$ cat config.mk
export PLATFORM = sky130hd
export DESIGN_NAME = lap_recorder_flat
export DESIGN_NICKNAME = d
export VERILOG_FILES = /design/src/rtl/stopwatch_pkg.sv /design/src/rtl/lap_recorder_if.sv /design/src/rtl/lap_buffer.sv /design/src/rtl/lap_recorder.sv /design/src/flat_wrapper.sv
export SDC_FILE = /design/constraint.sdc
export NUM_CORES = 1
export LEC_CHECK = 0
export BUFFER_PORTS_ARGS = -buffer_cell sky130_fd_sc_hd__buf_2
export CORE_MARGIN = 5
export CORE_UTILIZATION = 59
export CTS_CLUSTER_DIAMETER = 40
export DETAILED_ROUTE_END_ITERATION = 8
export MAX_ROUTING_LAYER = met4
export PLACE_DENSITY = 0.79
export SYNTH_ARGS = -nofsm -noshare
export SYNTH_HDL_FRONTEND = slang
export SYNTH_HIERARCHICAL = 1
export SYNTH_SLANG_ARGS = --single-unit
$ cat constraint.sdc
create_clock -name clk -period 14.45 [get_ports clk]
set_input_delay 0.7225 -clock clk [delete_from_list [all_inputs] [get_ports clk]]
set_output_delay 0.7225 -clock clk [all_outputs]
set_load 0.005 [all_outputs]
$ cat src/rtl/stopwatch_pkg.sv
// Shared stopwatch types: packed BCD time, lap FSM states and per-digit limits.
package stopwatch_pkg;

  localparam logic [3:0] DIGIT_MAX    = 4'd9;
  localparam logic [3:0] DIGIT_MAX_HI = 4'd5;

  typedef struct packed {
    logic [3:0] d3;  // 0-5 digit
    logic [3:0] d2;
    logic [3:0] d1;
    logic [3:0] d0;
  } bcd_time_t;

  typedef enum logic [0:0] {
    LIVE   = 1'b0,
    RECALL = 1'b1
  } lap_state_t;

endpackage

$ cat src/rtl/lap_recorder_if.sv
// Button/display bundle between the debounce stage, lap_recorder and the display.
import stopwatch_pkg::*;

interface lap_recorder_if #(
  parameter int DEPTH = 8,
  parameter int IDX_W = $clog2(DEPTH)
);
  bcd_time_t        live_time;
  logic             lap_pulse;
  logic             recall_pulse;
  logic             clear_pulse;
  bcd_time_t        display_time;
  logic             showing_lap;
  logic [IDX_W-1:0] lap_index;
  logic [IDX_W:0]   lap_count;
  logic             full;
  logic             overflow;

  modport master (
    output live_time, lap_pulse, recall_pulse, clear_pulse,
    input  display_time, showing_lap, lap_index, lap_count, full, overflow
  );

  modport slave (
    input  live_time, lap_pulse, recall_pulse, clear_pulse,
    output display_time, showing_lap, lap_index, lap_count, full, overflow
  );
endinterface

$ cat src/rtl/lap_buffer.sv
// DEPTH x 16 lap storage: synchronous write, combinational read, no reset on contents.
import stopwatch_pkg::*;

module lap_buffer #(
  parameter int DEPTH = 8,
  parameter int IDX_W = $clog2(DEPTH)
) (
  input  logic             clk,
  input  logic             we,
  input  logic [IDX_W-1:0] waddr,
  input  bcd_time_t        wdata,
  input  logic [IDX_W-1:0] raddr,
  output bcd_time_t        rdata
);

  bcd_time_t mem_r [DEPTH];

  // Slot write; contents are meaningless until lap_count covers them.
  always_ff @(posedge clk) begin
    if (we) begin
      mem_r[waddr] <= wdata;
    end else begin
      mem_r[waddr] <= mem_r[waddr];
    end
  end

  assign rdata = mem_r[raddr];

endmodule

$ cat src/rtl/lap_recorder.sv
// Lap capture buffer and live/recall display selector for the stopwatch.
// Build option LAP_OVERWRITE_EN: a lap taken while full replaces the oldest entry.
import stopwatch_pkg::*;

module lap_recorder #(
  parameter int DEPTH = 8,
  parameter int IDX_W = $clog2(DEPTH)
) (
  input  logic           clk,
  input  logic           master_reset_n,
  lap_recorder_if.slave  bus
);

  localparam int             CW      = IDX_W + 1;
  localparam logic [CW-1:0]  DEPTH_C = CW'(DEPTH);

  lap_state_t       state_r, state_s;
  logic [IDX_W-1:0] wr_ptr_r, wr_ptr_s;
  logic [IDX_W-1:0] lap_index_r, lap_index_s;
  logic [IDX_W-1:0] oldest_s, raddr_s;
  logic [CW-1:0]    lap_count_r, lap_count_s;
  logic             full_r, full_s;
  logic             overflow_r, overflow_s;
  logic             showing_r;
  logic             capture_s, we_s;
  bcd_time_t        display_r, display_s;
  bcd_time_t        rdata_s, slot_s;

  lap_buffer #(.DEPTH(DEPTH), .IDX_W(IDX_W)) u_buffer (
    .clk   (clk),
    .we    (we_s),
    .waddr (wr_ptr_r),
    .wdata (bus.live_time),
    .raddr (raddr_s),
    .rdata (rdata_s)
  );

  // Next-state: clear beats lap beats recall; recall sees the post-capture count.
  always_comb begin
    capture_s = bus.lap_pulse && !bus.clear_pulse;
`ifdef LAP_OVERWRITE_EN
    we_s = capture_s;
`else
    we_s = capture_s && !full_r;
`endif
    wr_ptr_s    = we_s ? (wr_ptr_r + IDX_W'(1)) : wr_ptr_r;
    lap_count_s = (capture_s && !full_r) ? (lap_count_r + CW'(1)) : lap_count_r;
    overflow_s  = overflow_r | (capture_s & full_r);
    state_s     = state_r;
    lap_index_s = lap_index_r;

    if (bus.clear_pulse) begin
      state_s     = LIVE;
      lap_index_s = '0;
      wr_ptr_s    = '0;
      lap_count_s = '0;
      overflow_s  = 1'b0;
    end else if (bus.recall_pulse) begin
      if (state_r == LIVE) begin
        if (lap_count_s != '0) begin
          state_s     = RECALL;
          lap_index_s = '0;
        end else begin
          state_s     = LIVE;
          lap_index_s = '0;
        end
      end else if (({1'b0, lap_index_r} + CW'(1)) < lap_count_s) begin
        lap_index_s = lap_index_r + IDX_W'(1);
      end else begin
        state_s     = LIVE;
        lap_index_s = '0;
      end
    end else begin
      state_s     = state_r;
      lap_index_s = lap_index_r;
    end

    // Oldest is relative to the post-capture pointer, so an overwrite shifts the mapping.
    oldest_s = wr_ptr_s - lap_count_s[IDX_W-1:0];
    raddr_s  = oldest_s + lap_index_s;

    // The slot being written this edge is not in storage yet; forward it.
    if (we_s && (raddr_s == wr_ptr_r)) begin
      slot_s = bus.live_time;
    end else begin
      slot_s = rdata_s;
    end

    if (state_s == RECALL) begin
      display_s = slot_s;
    end else begin
      display_s = bus.live_time;
    end

    full_s = (lap_count_s == DEPTH_C);
  end

  // State, pointers and all registered outputs.
  always_ff @(posedge clk or negedge master_reset_n) begin
    if (!master_reset_n) begin
      state_r     <= LIVE;
      wr_ptr_r    <= '0;
      lap_index_r <= '0;
      lap_count_r <= '0;
      full_r      <= 1'b0;
      overflow_r  <= 1'b0;
      showing_r   <= 1'b0;
      display_r   <= '0;
    end else begin
      state_r     <= state_s;
      wr_ptr_r    <= wr_ptr_s;
      lap_index_r <= lap_index_s;
      lap_count_r <= lap_count_s;
      full_r      <= full_s;
      overflow_r  <= overflow_s;
      showing_r   <= (state_s == RECALL);
      display_r   <= display_s;
    end
  end

  assign bus.display_time = display_r;
  assign bus.showing_lap  = showing_r;
  assign bus.lap_index    = lap_index_r;
  assign bus.lap_count    = lap_count_r;
  assign bus.full         = full_r;
  assign bus.overflow     = overflow_r;

endmodule

$ cat src/flat_wrapper.sv
// flat-port wrapper written by rule: the top's interface ports become plain ports
module lap_recorder_flat 
#(
  parameter int DEPTH = 8,
  parameter int IDX_W = $clog2(DEPTH)
)
  (clk, master_reset_n, bus_live_time, bus_lap_pulse, bus_recall_pulse, bus_clear_pulse, bus_display_time, bus_showing_lap, bus_lap_index, bus_lap_count, bus_full, bus_overflow);
  lap_recorder_if #(.DEPTH(DEPTH), .IDX_W(IDX_W)) bus_i ();
  input  logic clk;
  input  logic master_reset_n;
  input wire logic [$bits(bus_i.live_time)-1:0] bus_live_time;
  input wire logic [$bits(bus_i.lap_pulse)-1:0] bus_lap_pulse;
  input wire logic [$bits(bus_i.recall_pulse)-1:0] bus_recall_pulse;
  input wire logic [$bits(bus_i.clear_pulse)-1:0] bus_clear_pulse;
  output wire logic [$bits(bus_i.display_time)-1:0] bus_display_time;
  output wire logic [$bits(bus_i.showing_lap)-1:0] bus_showing_lap;
  output wire logic [$bits(bus_i.lap_index)-1:0] bus_lap_index;
  output wire logic [$bits(bus_i.lap_count)-1:0] bus_lap_count;
  output wire logic [$bits(bus_i.full)-1:0] bus_full;
  output wire logic [$bits(bus_i.overflow)-1:0] bus_overflow;
  assign bus_i.live_time = bus_live_time;
  assign bus_i.lap_pulse = bus_lap_pulse;
  assign bus_i.recall_pulse = bus_recall_pulse;
  assign bus_i.clear_pulse = bus_clear_pulse;
  assign bus_display_time = bus_i.display_time;
  assign bus_showing_lap = bus_i.showing_lap;
  assign bus_lap_index = bus_i.lap_index;
  assign bus_lap_count = bus_i.lap_count;
  assign bus_full = bus_i.full;
  assign bus_overflow = bus_i.overflow;
  lap_recorder #(.DEPTH(DEPTH), .IDX_W(IDX_W)) u_core (.clk(clk), .master_reset_n(master_reset_n), .bus(bus_i));
endmodule
Yosys cells after proc, flatten, opt, wreduce, memory -nomap -nowiden
Memory sizes are Yosys's and may differ from the RTL's.
Index checks and enable logic that the tools add are counted.
W data, S select, Z words.

word-level totals
  input bits = 21
  memories = 1
  register bits after elaboration = 29
  output and inout port bits = 26
  memory bits (writable) = 128
  word-level logic and storage cells = 51

cells by class
  $add $sub $neg = 6
  muxes and demuxes = 20
  eq/ne operators = 3
  reductions and logical operators = 7
  bitwise logic cells = 3
  order comparisons = 1

memory list
  memory                 depth  width  rd ports  clocked after memory_dff  write ports  RTL line          source
  u_core.u_buffer.mem_r  8      16     1         0                         1            lap_buffer.sv:16  bcd_time_t mem_r [DEPTH];

operator list
  cell                   count
  $mux W16               3
  $mux W3                6
  $mux W1                9
  $mux W4                2
  $add A3 B1 Y3 const B  2
  $add A3 B1 Y4 const B  1
  $add A4 B1 Y4 const B  1
  $eq A4 B4 Y1 const B   1
  $lt A4 B4 Y1           1
  $reduce_bool A4 Y1     1
  $add A3 B3 Y3          1
  $eq A3 B3 Y1           1
  $logic_and A1 B1 Y1    3
  $sub A3 B3 Y3          1
  $logic_not A1 Y1       2
  $or A1 B1 Y1           2
  $reduce_and A2 Y1      1
  $and A1 B1 Y1          1
  $ne A0 B0 Y1           1

Longest topological paths before layout
  depth in word-level cells = 14
  mapped depth = 24
  gate-level depth less buffers = 21

Modules after synthesis
The synthesis kept the hierarchy.

modules (own cells, without submodules)
  module        seq. area each (µm²)  area an instance (µm²)  cells an instance  instances
  lap_buffer    3843.7                4973.5                  198                1
  lap_recorder  725.7                 1759.2                  153                1

Least setup slack after synthesis
Ideal clock, no wire load.

  path kind = input-to-reg
  from = in bus_clear_pulse
  to = reg u_core.display_r (netlist bit u_core/bus.display_time[0])
  stages on the path = 20
  path slack = 8.806 ns
  buffers on the path = 3
  data arrival time = 5.520 ns
  library setup time = 0.125 ns
  required time = 14.325 ns
  cells stage by stage = buf_6 -> or3b_1 -> buf_6 -> inv_6 -> mux2i_1 -> ha_1 -> or2_2 -> a21oi_2 -> a211oi_1 -> nor2_1 -> a32oi_1 -> or2_2 -> fa_1 -> fa_1 -> xor2_1 -> xnor2_1 -> buf_1 -> mux4_2 -> mux2_2 -> mux2_2

RTL lines
  what                  RTL line             source
  from (decl)           flat_wrapper.sv:14   input wire logic [$bits(bus_i.clear_pulse)-1:0] bus_clear_pulse;
  to (signal assigned)  lap_recorder.sv:117  display_r <= display_s;
  to (decl)             lap_recorder.sv:26   bcd_time_t display_r, display_s;

==> insert_results.sql <==
INSERT INTO impl_metrics (metric_group, metric, value, unit) VALUES
('critical_path', 'critical_path_class', 'primary input to register', ''),
('clock_network', 'cts_hold_buf', '0', ''),
('critical_path', 'worst-path-max-fanout', '19', ''),
('placement', 'finalWeightedCongestion', '0.863', ''),
('clock_network', 'cts_max_path_buffers', '2', ''),
('global_routing', 'grt_start_max_net_pins', '34', ''),
('synth', 'syn_area_per_cell', '19.2', 'µm²'),
('route', 'drt_drc_violations_left', '0', ''),
('clock_network', 'number_of_clock_sinks', '157', ''),
('synth', 'post_synth_instance_area', '6730', 'µm²'),
('placement', 'dp_hpwl', '7.41', 'mm'),
('global_routing', 'grt_pass1_vias', '3465', ''),
('synth', 'yosys-top-cells-area', 'edfxtp_1 (57%), mux4_1 (11%), dfrtp_1 (11%)', ''),
('route', 'drt-initial-drc-count', '266', ''),
('pwr', 'power_density', '138', 'nW/µm²'),
('route', 'drt_pre_antenna_iters', '5', ''),
('critical_path', 'timing.reg2reg.setup_slack', '8.42', 'ns'),
('placement', 'numPlacedInstances', '537', ''),
('clock_network', 'clock_tree_from_tritoncts', 'built', ''),
('synth', 'synth.most_common_cell', 'edfxtp_1', ''),
('global_routing', 'groute.usage.overall', '20.9', '%'),
('global_routing', 'grt_first_pass_wirelength', '19.5', 'mm'),
('final_layout', 'finish.net_count', '442', ''),
('worst_hold_path', 'min-delay-path-class', 'primary input to asynchronous set/reset pin', ''),
('clock_network', 'cts_post_setup_buffers_inserted', '0', ''),
('route', 'post_drt_wl_per_cell', '22.2', 'µm'),
('sta', 'final.period_utilization', '42.3', '%'),
('synth', 'synthDominantAreaCellType', 'edfxtp_1', ''),
('critical_path', 'cp_data_required_time', '14.76', 'ns'),
('die', 'row_count', '39', ''),
('clock_network', 'cts-root-buf', 'clkbuf_16', ''),
('synth', 'synthArstFlopShare', '18.5', '%'),
('synth', 'synth-seq-cells', '157', ''),
('die', 'floorplan.io_pins', '47', ''),
('critical_path', 'worstPathArrival', '6.42', 'ns'),
('pwr', 'ir_drop', '0.000109', 'V'),
('sta', 'tightestPinTransition', '0.878', 'ns'),
('critical_path', 'startpoint', 'bus_clear_pulse', ''),
('clock_network', 'cts_buffers', '17', ''),
('placement', 'portBuffers', '46', ''),
('die', 'coreArea', '11300', 'µm²'),
('sta', 'clock_skew', '0.0112', 'ns'),
('run', 'timing.max_cap.violations', '0', ''),
('critical_path', 'worstReg2RegStart', 'u_core/bus.full', ''),
('synth', 'synth_enable_flop_cells', '128', ''),
('synth', 'synthDominantCellAreaShare', '57.1', '%'),
('final_layout', 'postLayoutCoreUtil', '67.9', '%'),
('final_layout', 'layout-drive-gt1-share', '32.6', '%'),
('route', 'routed-via-count', '3424', ''),
('sta', 'final-setup-viol-count', '0', ''),
('synth', 'ys_top_cells_by_count', 'edfxtp_1 (128), dfrtp_1 (29), mux4_1 (28)', ''),
('die', 'die-height', '117', 'µm'),
('sta', 'total_count_of_max_transition_violations_in_the_final_report', '0', ''),
('global_routing', 'grt_remaining_overflow', '0', ''),
('synth', 'synth_warnings', '6', ''),
('critical_path', 'startpoint_type', 'primary input', ''),
('final_layout', 'finish.cell_count_without_fillers', '570', ''),
('run_status', 'status', 'complete, no violations', ''),
('synth', 'postSynth.topFlopCell', 'edfxtp_1', ''),
('pwr', 'power.total', '1.06', 'mW'),
('die', 'initial_util', '59.5', '%'),
('sta', 'timing_hold_violations_final', '0', ''),
('synth', 'synth_sequential_area_ratio', '67.9', '%'),
('sta', 'worst_slew_margin_rel', '41.5', '%'),
('synth', 'synth_cells', '351', ''),
('die', 'die_area', '13600', 'µm²'),
('route', 'viasPerCell', '6.01', ''),
('sta', 'worst_hold_slack', '0.368', 'ns'),
('sta', 'layout_min_cycle_time', '6.12', 'ns'),
('route', 'drt_wl_total', '12.6', 'mm'),
('clock_network', 'clkTransAtPathRegs', '0.06', 'ns'),
('synth', 'synth.distinct_cells', '51', ''),
('sta', 'tns', '0', 'ns'),
('synth', 'synthesis.nets', '380', ''),
('critical_path', 'end_kind', 'register', ''),
('clock_network', 'cts_resized', '0', ''),
('final_layout', 'area_growth', '14.2', '%'),
('clock_network', 'clkLatencyLatePin', '0.43', 'ns'),
('pwr', 'power.leakage', '2.85', 'nW'),
('clock_network', 'cts_max_level', '4', ''),
('sta', 'timing.fmax', '0.163', 'GHz'),
('route', 'ant_nets', '0', ''),
('global_routing', 'number_of_antenna_violations_at_the_first_check_in_global_routing', '1', ''),
('die', 'chipWidth', '117', 'µm'),
('sta', 'grt_setup_unrepaired', 'false', '');
-- critical path, cell delays in order --
cell and delay, ns:
buf_2 0.21, or3b_1 0.53, inv_6 0.17, mux2i_1 0.25
ha_1 0.22, and3b_1 0.20, mux2i_1 0.25, nand3_1 0.17
a211oi_1 0.29, nor2_1 0.08, a32oi_1 0.23, or2_2 0.16
fa_1 0.45, fa_1 0.45, xor2_1 0.32, xnor2_1 0.18
or3_4 0.36, a31oi_4 0.74, mux2_2 0.42
-- stage by stage --
stage	cell area, µm²	setup WS [ns]
final	7690	8.33
after global routing	7690	8.07
after CTS	7690	8.37
after detailed placement	7120	7.94
after global placement	7120	8.24
after floorplan	6730	8.81
-- state kept, by name, summed over array words and instances, names as in the netlist --
register / cells
u_core/bus.display_time: 16
u_core/bus.full: 1
u_core/bus.lap_count: 4
u_core/bus.lap_index: 3
u_core/bus.overflow: 1
u_core/bus.showing_lap: 1
u_core/u_buffer/mem_r: 128
u_core/wr_ptr_r: 3
-- layout by cell type (no fill, tap or decap), types with 5 or more instances in the layout --
master and count:
edfxtp_1 128, buf_2 46, dfrtp_1 29, mux4_1 28, mux2_2 23, clkbuf_16 17
nor2_1 17, nand2_1 11, mux2_4 10, buf_4 10, inv_1 9, xnor2_1 8
inv_6 6, ha_1 6, nand3_1 5, o21ai_0 5
-- routing by layer --
layer / global-route usage (%) / up-vias / share of wire (%)
li1: - / 1545 / -
met1: 26.0 / 1759 / 42
met2: 33.2 / 103 / 51
met3: 5.76 / 17 / 4.9
met4: 8.26 / 0 / 1.6
met5: - / - / 0
-- path summary, 6_finish.rpt --
kind,end,cells after the start
worst max-delay path,u_core/bus.display_time[15],19
worst min-delay path,u_core/bus.display_time[9],1
worst max register to register,u_core/bus.display_time[15],18
worst min register to register,u_core/bus.overflow,2
max in group asynchronous,u_core/bus.display_time[1],1
min in group clk,u_core/bus.overflow,2
-- area by class of cell --
class | count | area [µm²]
Sequential cell | 157 | 4570
Fill cell | 739 | 3630
Multi-Input combinational cell | 171 | 2030
Clock buffer | 18 | 429
Timing Repair Buffer | 56 | 305
Tap cell | 143 | 179
Clock inverter | 14 | 135
Inverter | 10 | 42.5
Antenna cell | 1 | 2.50
-- report_power, final --
group	leakage, nW	switching, mW	internal, mW
logic	1.06	0.0638	0.0691
clock network	0.264	0.181	0.240
registers	1.52	0.00537	0.502
total	2.85	0.250	0.810
-- kinds of logic after synthesis --
kind of cell,synth area share [%]
DFF,67.9
adders and majority gates,1.71
xor gates and xnor gates,1.90
and+or+nand+nor,5.00
buffers and inverters,2.29
muxes,18.6
AOI/OAI and AO/OA,2.60
Note: power is estimated with default switching activity, not from simulation.
